$ cat config.mk
export PLATFORM = sky130hd
export DESIGN_NAME = led_bin_display_pwm
export DESIGN_NICKNAME = d
export VERILOG_FILES = /design/src/rtl/led_disp_pkg.sv /design/src/rtl/led_pwm_gen.sv /design/src/rtl/led_bin_display_pwm.sv
export SDC_FILE = /design/constraint.sdc
export NUM_CORES = 1
export LEC_CHECK = 0
export ABC_CLOCK_PERIOD_IN_PS = 3800
export BUFFER_PORTS_ARGS = -buffer_cell sky130_fd_sc_hd__buf_2
export CORE_MARGIN = 3
export CORE_UTILIZATION = 45
export CTS_CLUSTER_SIZE = 16
export DETAILED_ROUTE_END_ITERATION = 8
export SLEW_MARGIN = 20
export SYNTH_ARGS = -nofsm -noshare
export SYNTH_HDL_FRONTEND = slang
export SYNTH_SLANG_ARGS = --single-unit
export TNS_END_PERCENT = 5
$ cat constraint.sdc
create_clock -name clk -period 3.8 [get_ports clk]
set_clock_uncertainty 0.1 [all_clocks]
set_input_delay 0.19 -clock clk [delete_from_list [all_inputs] [get_ports clk]]
set_output_delay 0.19 -clock clk [all_outputs]
set_load 0.1 [all_outputs]
$ cat src/rtl/led_disp_pkg.sv
// Shared types and helpers for the LED binary display.
package led_disp_pkg;

    // Display mode encoding seen on the mode input.
    typedef enum logic [1:0] {
        MODE_DIRECT  = 2'd0,
        MODE_BLINK   = 2'd1,
        MODE_CHANGED = 2'd2,
        MODE_OFF     = 2'd3
    } led_mode_e;

    // Bits needed to count 0..n-1; never narrower than one bit.
    function automatic int unsigned cnt_width(input int unsigned n);
        return (n < 2) ? 1 : $clog2(n);
    endfunction

endpackage

$ cat src/rtl/led_pwm_gen.sv
// Free-running PWM counter and brightness compare.
// pwm_on is high for `brightness` cycles of every 2**PWM_BITS, and
// permanently high at full brightness so there is no one-cycle gap.
module led_pwm_gen
    import led_disp_pkg::*;
#(
    parameter int unsigned PWM_BITS = 4
) (
    input  logic                clk,
    input  logic                rst_n,
    input  logic [PWM_BITS-1:0] brightness,
    output logic                pwm_on
);

    logic [PWM_BITS-1:0] r_pwm_cnt;

    // Counter wraps naturally from all-ones back to zero.
    always_ff @(posedge clk or negedge rst_n) begin
        if (!rst_n) begin
            r_pwm_cnt <= '0;
        end else begin
            r_pwm_cnt <= r_pwm_cnt + PWM_BITS'(1);
        end
    end

    // Duty compare, with the all-ones code forced fully on.
    assign pwm_on = (r_pwm_cnt < brightness) || (&brightness);

endmodule

$ cat src/rtl/led_bin_display_pwm.sv
// Binary LED display with capture strobe, blink modes and PWM dimming.
// Optional build macro LED_ACTIVE_LOW_EN inverts the leds output (reset
// value then all-ones); blink_phase is never inverted.
module led_bin_display_pwm
    import led_disp_pkg::*;
#(
    parameter int unsigned WIDTH     = 4,
    parameter int unsigned BLINK_DIV = 25_000_000,
    parameter int unsigned PWM_BITS  = 4
) (
    input  logic                clk,
    input  logic                rst_n,
    input  logic [WIDTH-1:0]    bin_num,
    input  logic                load,
    input  logic [1:0]          mode,
    input  logic [PWM_BITS-1:0] brightness,
    output logic [WIDTH-1:0]    leds,
    output logic                blink_phase
);

    localparam int unsigned BW = cnt_width(BLINK_DIV);
    localparam logic [BW-1:0] BLINK_LAST = BW'(BLINK_DIV - 1);

`ifdef LED_ACTIVE_LOW_EN
    localparam logic [WIDTH-1:0] LEDS_RST = '1;
`else
    localparam logic [WIDTH-1:0] LEDS_RST = '0;
`endif

    logic [WIDTH-1:0] r_value;
    logic [WIDTH-1:0] r_prev;
    logic [BW-1:0]    r_blink_cnt;
    logic             r_blink_phase;
    logic [WIDTH-1:0] r_leds;

    logic             w_pwm_on;
    logic [WIDTH-1:0] w_chg;
    logic [WIDTH-1:0] w_steady;
    logic [WIDTH-1:0] w_pattern;
    logic [WIDTH-1:0] w_leds_d;

    // Capture: the previous value is kept so changed bits can be shown.
    always_ff @(posedge clk or negedge rst_n) begin
        if (!rst_n) begin
            r_value <= '0;
            r_prev  <= '0;
        end else if (load) begin
            r_prev  <= r_value;
            r_value <= bin_num;
        end
    end

    // Free-running blink divider; phase flips on each wrap, starting lit.
    always_ff @(posedge clk or negedge rst_n) begin
        if (!rst_n) begin
            r_blink_cnt   <= '0;
            r_blink_phase <= 1'b1;
        end else if (r_blink_cnt == BLINK_LAST) begin
            r_blink_cnt   <= '0;
            r_blink_phase <= ~r_blink_phase;
        end else begin
            r_blink_cnt   <= r_blink_cnt + BW'(1);
        end
    end

    led_pwm_gen #(
        .PWM_BITS (PWM_BITS)
    ) u_pwm (
        .clk        (clk),
        .rst_n      (rst_n),
        .brightness (brightness),
        .pwm_on     (w_pwm_on)
    );

    assign w_chg    = r_value ^ r_prev;
    assign w_steady = r_value & ~w_chg;

    // Pattern select by display mode.
    always_comb begin
        w_pattern = '0;
        unique case (led_mode_e'(mode))
            MODE_DIRECT:  w_pattern = r_value;
            MODE_BLINK:   w_pattern = r_blink_phase ? r_value : '0;
            MODE_CHANGED: w_pattern = w_steady | (r_blink_phase ? w_chg : '0);
            MODE_OFF:     w_pattern = '0;
        endcase
    end

`ifdef LED_ACTIVE_LOW_EN
    assign w_leds_d = ~(w_pattern & {WIDTH{w_pwm_on}});
`else
    assign w_leds_d = w_pattern & {WIDTH{w_pwm_on}};
`endif

    // Output register: gated pattern, one stage after capture.
    always_ff @(posedge clk or negedge rst_n) begin
        if (!rst_n) begin
            r_leds <= LEDS_RST;
        end else begin
            r_leds <= w_leds_d;
        end
    end

    assign leds        = r_leds;
    assign blink_phase = r_blink_phase;

endmodule

; ---- After elaboration in Yosys (flattened, before gate mapping)
; Index checks and enable logic that the tools add are counted.
[totals]
regBits = 42
latch_bits = 0
ram_bits = 0
romBits = 0
inputBits = 13
word_cells = 26
n_memories = 0
[classes]
addsub = 2
multipliers = 0
div_mod_pow = 0
magnitude_cmp = 1
eq_ne = 4
shifts = 0
muxes = 4
bitwise_logic = 6
n_reduce_logical = 3
[op_table]
columns = cell, n
row1 = adder 25 x 1 -> 25 bit (second input constant), 1
row2 = equality test 25 bit (second input constant), 1
row3 = two-way mux 25 bit, 1
row4 = one-hot mux 4 bit (4 select lines), 1
row5 = bitwise AND 4 bit, 2
row6 = two-way mux 4 bit, 2
row7 = adder 4 x 1 -> 4 bit (second input constant), 1
row8 = equality test 2 bit (second input constant), 2
row9 = less-than comparator 4 bit, 1
row10 = NOT 4 bit, 1
row11 = bitwise OR 4 bit, 1
row12 = AND reduction 4 bit, 1
row13 = bitwise XOR 4 bit, 1
row14 = equality test 2 x 1 -> 1 bit (second input constant), 1
row15 = logical NOT 2 bit, 1
row16 = logical OR 1 bit, 1
row17 = NOT 1 bit, 1

; ---- Depth between registers and ports, before layout
; Gate-level depths: netlist (run 1).
[logic_depth]
word_depth = 6
depth_mapped = 6
ltp_nobuf = 5

; ---- Cells and area by module
; A second synthesis (run 1) with hierarchy kept.
[unflattened]
hier_cells = 195
hier_area_um2 = 2077.0
[by_module_without_submodules]
columns = mod, n_inst, cells_per_inst, area_each_um2, seq_area_each_um2
row1 = led_bin_display_pwm, 1, 174, 1850.5, 952.2
row2 = led_pwm_gen, 1, 21, 226.5, 100.1

; ---- Least setup slack after synthesis (run 1)
; Ideal clock, no wire load.
[synth_timing]
kind = register to register
start = reg r_blink_cnt[0]
end = reg r_blink_cnt[11]
setup_ns = 0.132
t_arrival_ns = 1.737
path_slack_ns = 1.831
stages_incl_launch_ff = 7
n_path_buf = 1
synth_period_minus_slack_ns = 1.969
cell_sequence = dfrtp_1 -> ha_1 -> and4_1 -> nand4_1 -> nor3_1 -> clkbuf_1 -> nor2_1
[synth_between]
elab_chain_len = 2
elab_cells_between_ends = 3
classes_between = 1 x add/sub / 1 x eq/ne / 1 x mux
[synth_lines]
columns = item, line_no
row1 = from (decl), led_bin_display_pwm.sv:32  ; logic [BW-1:0] r_blink_cnt;
row2 = from (signal assigned), led_bin_display_pwm.sv:62  ; r_blink_cnt <= r_blink_cnt + BW'(1);
row3 = adder 25 x 1 -> 25 bit / equality test 25 bit (equally long branches), "led_bin_display_pwm.sv:62, led_bin_display_pwm.sv:58"
row4 = two-way mux 25 bit *, led_bin_display_pwm.sv:58  ; end else if (r_blink_cnt == BLINK_LAST) begin
; Mark *: on every way between the ends. The rest lies on a longest branch, timed or not.
; A chain may end at the register's enable or synchronous reset.

; ---- Final worst setup path (run 1)
[layout_timing]
start = reg r_blink_cnt[0]
end = reg r_blink_phase, in the netlist blink_phase
[layout_between]
elab_chain_len = 1
[layout_lines]
columns = item, line_no
row1 = equality test 25 bit, led_bin_display_pwm.sv:58
row2 = to (signal assigned), led_bin_display_pwm.sv:60  ; r_blink_phase <= ~r_blink_phase;
row3 = to (decl), led_bin_display_pwm.sv:33  ; logic r_blink_phase;
; No other way between the ends.

==> results of run 1 <==
==> synth_stat cells (2+ instances only) <==
cell / n
nor3_1: 4
inv_1: 6
and4_1: 4
nand4_1: 10
o22ai_1: 4
xnor2_1: 8
dfrtp_1: 41
o31ai_1: 2
or4_1: 2
a21oi_1: 8
nor4_1: 3
nand3_1: 11
nand2_1: 7
clkbuf_1: 2
a22oi_1: 4
xor2_1: 10
nor2b_1: 3
mux2_2: 8
o21ai_0: 6
ha_1: 5
nor2_1: 16
mux2i_1: 4
==> power breakdown <==
group,internal (mW),switching (mW)
Combinational,0.0253,0.0568
Clock,0.127,0.148
Sequential,0.461,0.00931
==> registers in the layout (all words and copies together) (netlist names) <==
signal and cells:
r_blink_cnt 25, r_prev 4, blink_phase 1, r_value 4
u_pwm.r_pwm_cnt 4, leds 4
==> area by class of cell <==
type,instances,area [sq um]
well taps,50,62.6
clock buffers,6,72.6
flip-flops and latches,42,1050
clock inverters,2,10.0
multi-input cells,132,911
fillers,376,1910
repair buffers,19,103
inverters,6,22.5
==> critical path: cells and delay by family, from the launching register on <==
kind,cells,cell delay [ns]
buf+inv,1,0.27
xor+xnor,1,0.15
fa+ha+maj,1,0.24
simple gates,3,1.07
flops,1,0.40
==> kinds of logic after synthesis <==
family	count (synthesis)	synth area share [%]
AO/OA/AOI/OAI	27	8.29
XOR/XNOR	18	7.91
adder cells (fa/ha/maj)	5	3.14
buffers and inverters	8	1.51
flip-flops	42	52.8
multiplexers	12	6.53
AND/OR/NAND/NOR	70	19.8
==> metal layers <==
layer | vias to the layer above | GRT usage (%)
li1 | 721 | -
met1 | 720 | 22.8
met2 | 32 | 24.4
met3 | 5 | 5.40
met4 | 0 | 4.51
met5 | - | 0
==> final timing paths <==
kind | startpoint | end | slack (ns) | depth (start not counted)
max | r_blink_cnt[0] | blink_phase | 1.49 | 6
min | bin_num[3] | r_value[3] | 0.03 | 2
max reg2reg | r_blink_cnt[0] | blink_phase | 1.49 | 6
min reg2reg | r_blink_cnt[21] | r_blink_cnt[21] | 0.38 | 1
max in group asynchronous | rst_n | r_blink_cnt[14] | 2.58 | 2
min in group asynchronous | rst_n | u_pwm.r_pwm_cnt[2] | 0.45 | 2
==> what timing repair did <==
item	4_1_cts	5_1_grt
hold buffers	1	0
gates resized for setup	0	0
setup buffers	0	0
hold endpoints to repair	41	0
==> results.yml, run 1 <==
finish:
  synthToLayoutAreaGrowth_pct: 12.1
  antennaDiodeCount: 0
  final_cell_area_sq_um: 2230
  final_common_cell: "dfrtp_1"
  layout_common_cells: "dfrtp_1 (41), buf_2 (17), nor2_1 (16), nand3_1 (11)"
  drive_above_1_share_pct: 18.4
  finalNetCount: 224
  final_util_pct: 53.9
  final_cell_count_no_fill: 257
place:
  dp_hpwl_mm: 2.78
  portBuffers: 17
  place_congestion: 0.867
  place_area_sq_um: 2140
  placed_cells: 248
  post-place-ws_ns: 1.53
clocking:
  clk_latency_ns: 0.30
  clock_sinks: 42
  h-tree-depth: 2
  cts-root-buf: "clkbuf_8"
  cts_tree: "yes"
  cts_buffers: 5
  clk_path_buf_depth: 2
  clk_pin_slew_ns: 0.07
setup_path:
  critPathArrivalTime_ns: 2.43
  timing_worst_setup_path_type: "reg2reg"
  cp-start-kind: "flop"
  slowest_stage: "nor3_1"
  cp_max_fo: 8
  critical_path.max_stage_delay_ns: 0.56
  critPathRequiredTime_ns: 3.92
  crit_chain: "ha_1, and4_1, nand4_1, nor3_1, buf_4, xor2_1"
  end_kind: "flop"
grt:
  grt_usage_pct: 16.3
  grt_pass1_wl_mm: 6.66
  grt_start_max_net_pins: 43
  grt-ovfl-total: 0
  grt_pass1_vias: 1427
  antenna_found_initial: 0
drt:
  highest-signal-layer: "met4"
  drt_iter0_markers: 86
  drt_first_pass_iters: 4
  wire_per_inst_microns: 14.7
  vias: 1478
  viasPerCell: 5.75
  wl_met3_microns: 171
  drcViolationCount: 0
  drtAntennaViolNets: 0
  finalWirelength_mm: 3.77
  m1WireLength_mm: 1.86
  dr_wl_met2_mm: 1.69
floorplanning:
  die_area_sq_um: 5260
  initial_core_util_pct: 48.1
  die_w_microns: 72.6
  io_pins: 18
  coreArea_sq_um: 4140
  die_y_microns: 72.6
  num_rows: 23
sta:
  hold_slack_ns: 0.0266
  setup_slack_ns: 1.49
  maxSlewHeadroom_pct: 40.2
  fin_crit_ns: 2.31
  final_max_slew_viol_count: 0
  rsz0062_at_grt: "false"
  post-route-period-util_pct: 60.8
  timing.fmax_ghz: 0.433
  setup_violations: 0
  hold_viol_final: 0
  finalSetupTns_ns: 0
  worstMarginPinSlew_ns: 0.897
power:
  power_density_nw_per_um2: 371
  p_total_uw: 828
  leakage_nw: 1.06
  vdd.ir_drop.worst_uv: 256
synthesis:
  ys_seq_area_share_pct: 52.8
  yosys.cell_types.count: 36
  synth_fp_nets: 200
  yosysTopAreaCellShare_pct: 51.5
  syn_avg_cell_area_sq_um: 11.0
  yosys_warnings: 0
  synth_edf_count: 0
  ys_top_cells_by_area: "dfrtp_1 (51%), mux2_2 (4.5%), xor2_1 (4.4%), xnor2_1 (3.5%), ha_1 (3.1%)"
  syn-cell-area_sq_um: 1990
  synthFlopType: "dfrtp_1"
  yosys.area.top_type: "dfrtp_1"
  synthArstFlopShare_pct: 100
  ys_seq_elements: 42
  syn-instance-count: 182
status:
  status: "finished, final reports clean"
min_path:
  hold_path_class: "in2reg"
run:
  max-cap-violations: 0
Power figures use the tool's default switching activity.
==> run 2: changes to the inputs <==
Settings changed: ABC_CLOCK_PERIOD_IN_PS 3800 to 2100, PLACE_DENSITY from default to 0.66.
Clock period 3.8 ns to 2.1 ns, I/O delays scaled along.
==> results.yml, run 2 (synthesized netlist as in run 1, its figures left out) <==
grt:
  antenna_found_initial: 0
  grt-ovfl-total: 0
  grt_pass1_wl_mm: 6.69
  grt_start_max_net_pins: 43
  grt_usage_pct: 16.1
  grt_pass1_vias: 1525
power:
  vdd.ir_drop.worst_uv: 315
  power_density_nw_per_um2: 656
  switching_share_pct: 24.5
  switchingPower_uw: 373
  p_clk_share_pct: 33.9
  p_int_mw: 1.15
  comb_power_share_pct: 10.1
  sequentialPowerShare_pct: 56.0
  leakage_nw: 1.10
setup_path:
  critPathArrivalTime_ns: 2.09
  timing_worst_setup_path_type: "reg2reg"
  cp-start-kind: "flop"
  critPathRequiredTime_ns: 2.21
  end_kind: "flop"
  timing.rr.start: "r_blink_cnt[11]"
  timing.rr.end: "r_blink_cnt[24]"
  startpoint: "r_blink_cnt[11]"
  reg2regPathDepth: 4
  reg2reg_slack_ns: 0.12
  cp_max_fo: 6
place:
  dp_hpwl_mm: 2.84
  place_area_sq_um: 2180
  portBuffers: 17
  place_congestion: 0.916
  placed_cells: 253
finish:
  final_common_cell: "dfrtp_1"
  layout_common_cells: "dfrtp_1 (41), buf_2 (17), nor2_1 (16), nand3_1 (11)"
  final_cell_count_no_fill: 266
  antennaDiodeCount: 0
  finalNetCount: 233
  synthToLayoutAreaGrowth_pct: 16.5
  largest_register: "r_blink_cnt"
  drive_above_1_share_pct: 20.4
  final_cell_area_sq_um: 2320
  largest_register_ffs: 25
sta:
  post-route-period-util_pct: 94.3
  final_max_slew_viol_count: 0
  finalSetupTns_ns: 0
  rsz0062_at_grt: "false"
  timing.fmax_ghz: 0.505
  hold_viol_final: 0
  fin_crit_ns: 1.98
  maxSlewHeadroom_pct: 41.3
  setup_violations: 0
  worstMarginPinSlew_ns: 0.880
clocking:
  post_cts_buffers: 0
  clk_path_buf_depth: 2
  clk_latency_ns: 0.29
  cts-root-buf: "clkbuf_8"
  h-tree-depth: 2
  cts_tree: "yes"
  clk_pin_slew_ns: 0.08
  clock_sinks: 42
  cts_buffers: 5
floorplanning:
  io_pins: 18
  die_y_microns: 72.6
  die_w_microns: 72.6
  die_area_sq_um: 5260
  initial_core_util_pct: 48.1
  num_rows: 23
  coreArea_sq_um: 4140
drt:
  wire_per_inst_microns: 14.8
  drt_iter0_markers: 88
  finalWirelength_mm: 3.93
  viasPerCell: 5.80
  drt_first_pass_iters: 4
  drcViolationCount: 0
  vias: 1543
  drtAntennaViolNets: 0
min_path:
  holdPathStages: 2
  worstHoldEndpoint: "r_value[3]"
  hold_path_class: "in2reg"
  min_from: "load"
status:
  status: "finished, final reports clean"
run:
  max-cap-violations: 0
run 2: changes by cell type in the layout (fill, tap and decap cells not counted):
cell,previous run,this run
buf_4,1,6
dlygate4sd3_1,1,5
clkbuf_8,5,6
clkinv_2,2,1
ha_1,5,4
ha_2,0,1
run 2: worst max-delay path by stage:
stage                      endpoint  slack [ns]  depth (start not counted)
finish              r_blink_cnt[24]        0.12                          4
global route        r_blink_cnt[24]       0.006                          4
CTS                 r_blink_cnt[16]        0.13                          5
detailed placement  r_blink_cnt[24]        0.14                          4
global placement    r_blink_cnt[24]        0.20                          4
floorplan           r_blink_cnt[11]        0.13                          6
run 2: layer usage:
layer	routed length (microns)	global-route usage, %	up-vias
met4	127	7.79	0
met1	1760	20.5	752
met3	189	4.29	16
li1	-	-	732
met5	0	0	-
met2	1850	25.6	43
run 2: timing repair:
action                     in CTS  in global routing
setup endpoints to repair       0                  2
hold endpoints to repair       45                  0
hold buffers                    5                  0
gates resized for setup         0                  1
run 2: worst max-delay path, cell delays in order (launching register included):
cell     delay, ns
dfrtp_1       0.45
nand4_2       0.11
or4_4         0.56
or4_1         0.51
a21oi_1       0.17
run 2: stage by stage:
stage	power (mW)	util [%]	worst slack, ns	hold WS, ns
detailed placement	1.02	52.6	0.136	0.179
global route	1.60	56.0	0.00648	0.109
floorplan	0.967	-	0.131	-0.291
CTS	1.54	56.0	0.130	0.106
global placement	1.01	52.6	0.205	0.163
finish	1.52	56.0	0.119	0.112
run 2: area by class of cell:
| cell class | count | area, sq um |
|---|---|---|
| fillers | 370 | 1820 |
| flip-flops and latches | 42 | 1050 |
| multi-input cells | 132 | 913 |
| repair buffers | 28 | 180 |
| clock buffers | 7 | 86.3 |
| well taps | 50 | 62.6 |
| inverters | 6 | 22.5 |
| clock inverters | 1 | 5.00 |
run 2: power by group through the flow:
stage | Combinational, mW | Sequential, mW | Clock (mW)
2_1_floorplan | 0.0477 | 0.920 | 0
3_3_place_gp | 0.145 | 0.866 | 0
3_5_place_dp | 0.148 | 0.869 | 0
4_1_cts | 0.156 | 0.852 | 0.533
5_1_grt | 0.168 | 0.855 | 0.576
6_report | 0.154 | 0.853 | 0.517
==> run 3: changes to the inputs <==
Settings changed: ABC_AREA from default to 1, PLACE_DENSITY 0.66 to 0.65.
==> results.yml, run 3 <==
sta:
  post-route-period-util_pct: 78.0
  maxSlewHeadroom_pct: 67.7
  rsz0062_at_grt: "false"
  hold_slack_ns: 0.0578
  final_max_slew_viol_count: 0
  fin_crit_ns: 1.64
  setup_violations: 0
  timing.fmax_ghz: 0.611
  hold_viol_final: 0
  worstMarginPinSlew_ns: 0.487
  finalSetupTns_ns: 0
place:
  portBuffers: 17
  place_congestion: 0.901
  placed_cells: 384
  dp_hpwl_mm: 3.36
synthesis:
  yosys_warnings: 0
  ys_seq_area_share_pct: 45.8
  yosys.area.top_type: "dfrtp_1"
  synthArstFlopShare_pct: 100
  synth_fp_nets: 319
  synthFlopType: "dfrtp_1"
  synth_edf_count: 0
  ys_top_cells_by_area: "dfrtp_1 (45%), nand2_1 (15%), nor2_1 (7.4%), inv_1 (6.0%), xor2_1 (4.6%)"
  syn-instance-count: 301
  yosys.cell_types.count: 25
  synth_common_cells: "nand2_1 (90), nor2_1 (45), dfrtp_1 (41), inv_1 (37), nand3_1 (15)"
  yosysTopAreaCellShare_pct: 44.7
  synth_most_common_cell: "nand2_1"
  syn_avg_cell_area_sq_um: 7.63
  syn-cell-area_sq_um: 2300
  ys_seq_elements: 42
floorplanning:
  die_area_sq_um: 6000
  coreArea_sq_um: 4820
  num_rows: 25
  die_y_microns: 77.4
  initial_core_util_pct: 47.7
  io_pins: 18
  die_w_microns: 77.4
finish:
  largest_register_ffs: 25
  antennaDiodeCount: 0
  largest_register: "r_blink_cnt"
  final_cell_count_no_fill: 397
  layout_common_cells: "nand2_1 (90), nor2_1 (45), dfrtp_1 (41), inv_1 (37), buf_2 (17)"
  final_util_pct: 53.8
  final_common_cell: "nand2_1"
  drive_above_1_share_pct: 13.9
  nFillCells: 491
  finalNetCount: 347
  synthToLayoutAreaGrowth_pct: 13.0
grt:
  grt_pass1_vias: 1876
  grt_usage_pct: 16.5
  grt.met1_usage_pct: 21.5
  grt_pass1_wl_mm: 8.02
  grtUsageMet3_pct: 3.83
  busiest_layer: "met2"
  grt_start_max_net_pins: 28
  antenna_found_initial: 0
  grt-ovfl-total: 0
  use_met2_pct: 27.7
min_path:
  hold_path_class: "in2reg"
status:
  status: "finished, final reports clean"
drt:
  vias: 1852
  viasPerCell: 4.66
  finalWirelength_mm: 4.39
  wire_per_inst_microns: 11.0
  drcViolationCount: 0
  drtAntennaViolNets: 0
  drt_first_pass_iters: 4
  drt_iter0_markers: 68
power:
  power_density_nw_per_um2: 583
  switchingPower_uw: 379
  comb_power_share_pct: 8.7
  switching_share_pct: 25.1
  vdd.ir_drop.worst_uv: 419
  leakage_nw: 1.26
  sequentialPowerShare_pct: 55.6
  p_int_mw: 1.13
  p_clk_share_pct: 35.6
setup_path:
  critPathArrivalTime_ns: 1.71
  end_kind: "flop"
  timing_worst_setup_path_type: "reg2reg"
  cp_max_fo: 16
  reg2reg_slack_ns: 0.46
  cp-start-kind: "flop"
  critPathRequiredTime_ns: 2.18
clocking:
  cts_buffers: 5
  cts-root-buf: "clkbuf_8"
  clk_latency_ns: 0.29
  clock_sinks: 42
  clk_pin_slew_ns: 0.08
  cts_resized: 0
  post_cts_buffers: 0
  h-tree-depth: 2
  postCtsHoldBufs: 5
  cts_tree: "yes"
  clk_path_buf_depth: 2
run:
  max-cap-violations: 0
[run 3: cell types whose count changed after synthesis, moves of 4 or more]
cell,previous run,this run
nand2_1,7,90
inv_1,6,37
nor2_1,16,45
nor2_2,0,11
nand4_1,10,2
o21ai_0,6,14
mux2_2,8,2
xnor2_1,8,3
a22oi_1,4,0
and4_1,4,0
mux2i_1,4,0
nand3_1,11,15
o22ai_1,4,0
[run 3: logic make-up after synthesis]
family / share of synthesized area, %
AND/OR/NAND/NOR: 31.3
flip-flops: 45.8
buffers and inverters: 7.63
AO/OA/AOI/OAI: 5.78
XOR/XNOR: 5.72
adder cells (fa/ha/maj): 2.72
multiplexers: 0.981
[run 3: cell type report]
type                    instances  area [sq um]  share of cell area [%]
repair buffers                 23           143                    5.50
inverters                      39           151                    5.84
clock inverters                 2          12.5                   0.482
clock buffers                   6          82.6                    3.18
multi-input cells             218          1070                    41.2
flip-flops and latches         42          1050                    40.6
well taps                      67          83.8                    3.23
[run 3: path summary, 6_finish.rpt]
path	to	start	cells after the start
max	r_blink_cnt[18]	r_blink_cnt[0]	8
min	r_prev[2]	load	2
max reg2reg	r_blink_cnt[18]	r_blink_cnt[0]	8
min reg2reg	r_blink_cnt[0]	r_blink_cnt[0]	1
max in group asynchronous	blink_phase	rst_n	3
min in group asynchronous	r_blink_cnt[19]	rst_n	2
[run 3: critical path, cell delays in order, from the launching register on]
cell and delay, ns:
dfrtp_1 0.38, ha_1 0.27, inv_2 0.06, nor2_4 0.15
nand3b_2 0.09, nor2_2 0.14, nand2_2 0.09, clkinv_4 0.16
nor2_1 0.07
[run 3: power by group through the flow]
stage                     logic, mW  registers, mW  clock network, mW
after floorplan              0.0403          0.894                  0
after global placement        0.124          0.856                  0
after detailed placement      0.127          0.857                  0
after CTS                     0.135          0.841              0.562
after global routing          0.149          0.845              0.592
final                         0.132          0.841              0.538
[run 3: stage by stage]
step	power (mW)	instance area (sq um)	worst slack, ns
2_1_floorplan	0.934	2300	0.445
3_3_place_gp	0.979	2450	0.507
3_5_place_dp	0.984	2450	0.466
4_1_cts	1.54	2590	0.452
5_1_grt	1.59	2590	0.306
6_report	1.51	2590	0.463
[run 3: per-layer routing]
metal	wire length, microns	part of all wire (%)
met5	0	0
met1	2080	47
met3	170	3.9
met4	29	0.66
met2	2110	48
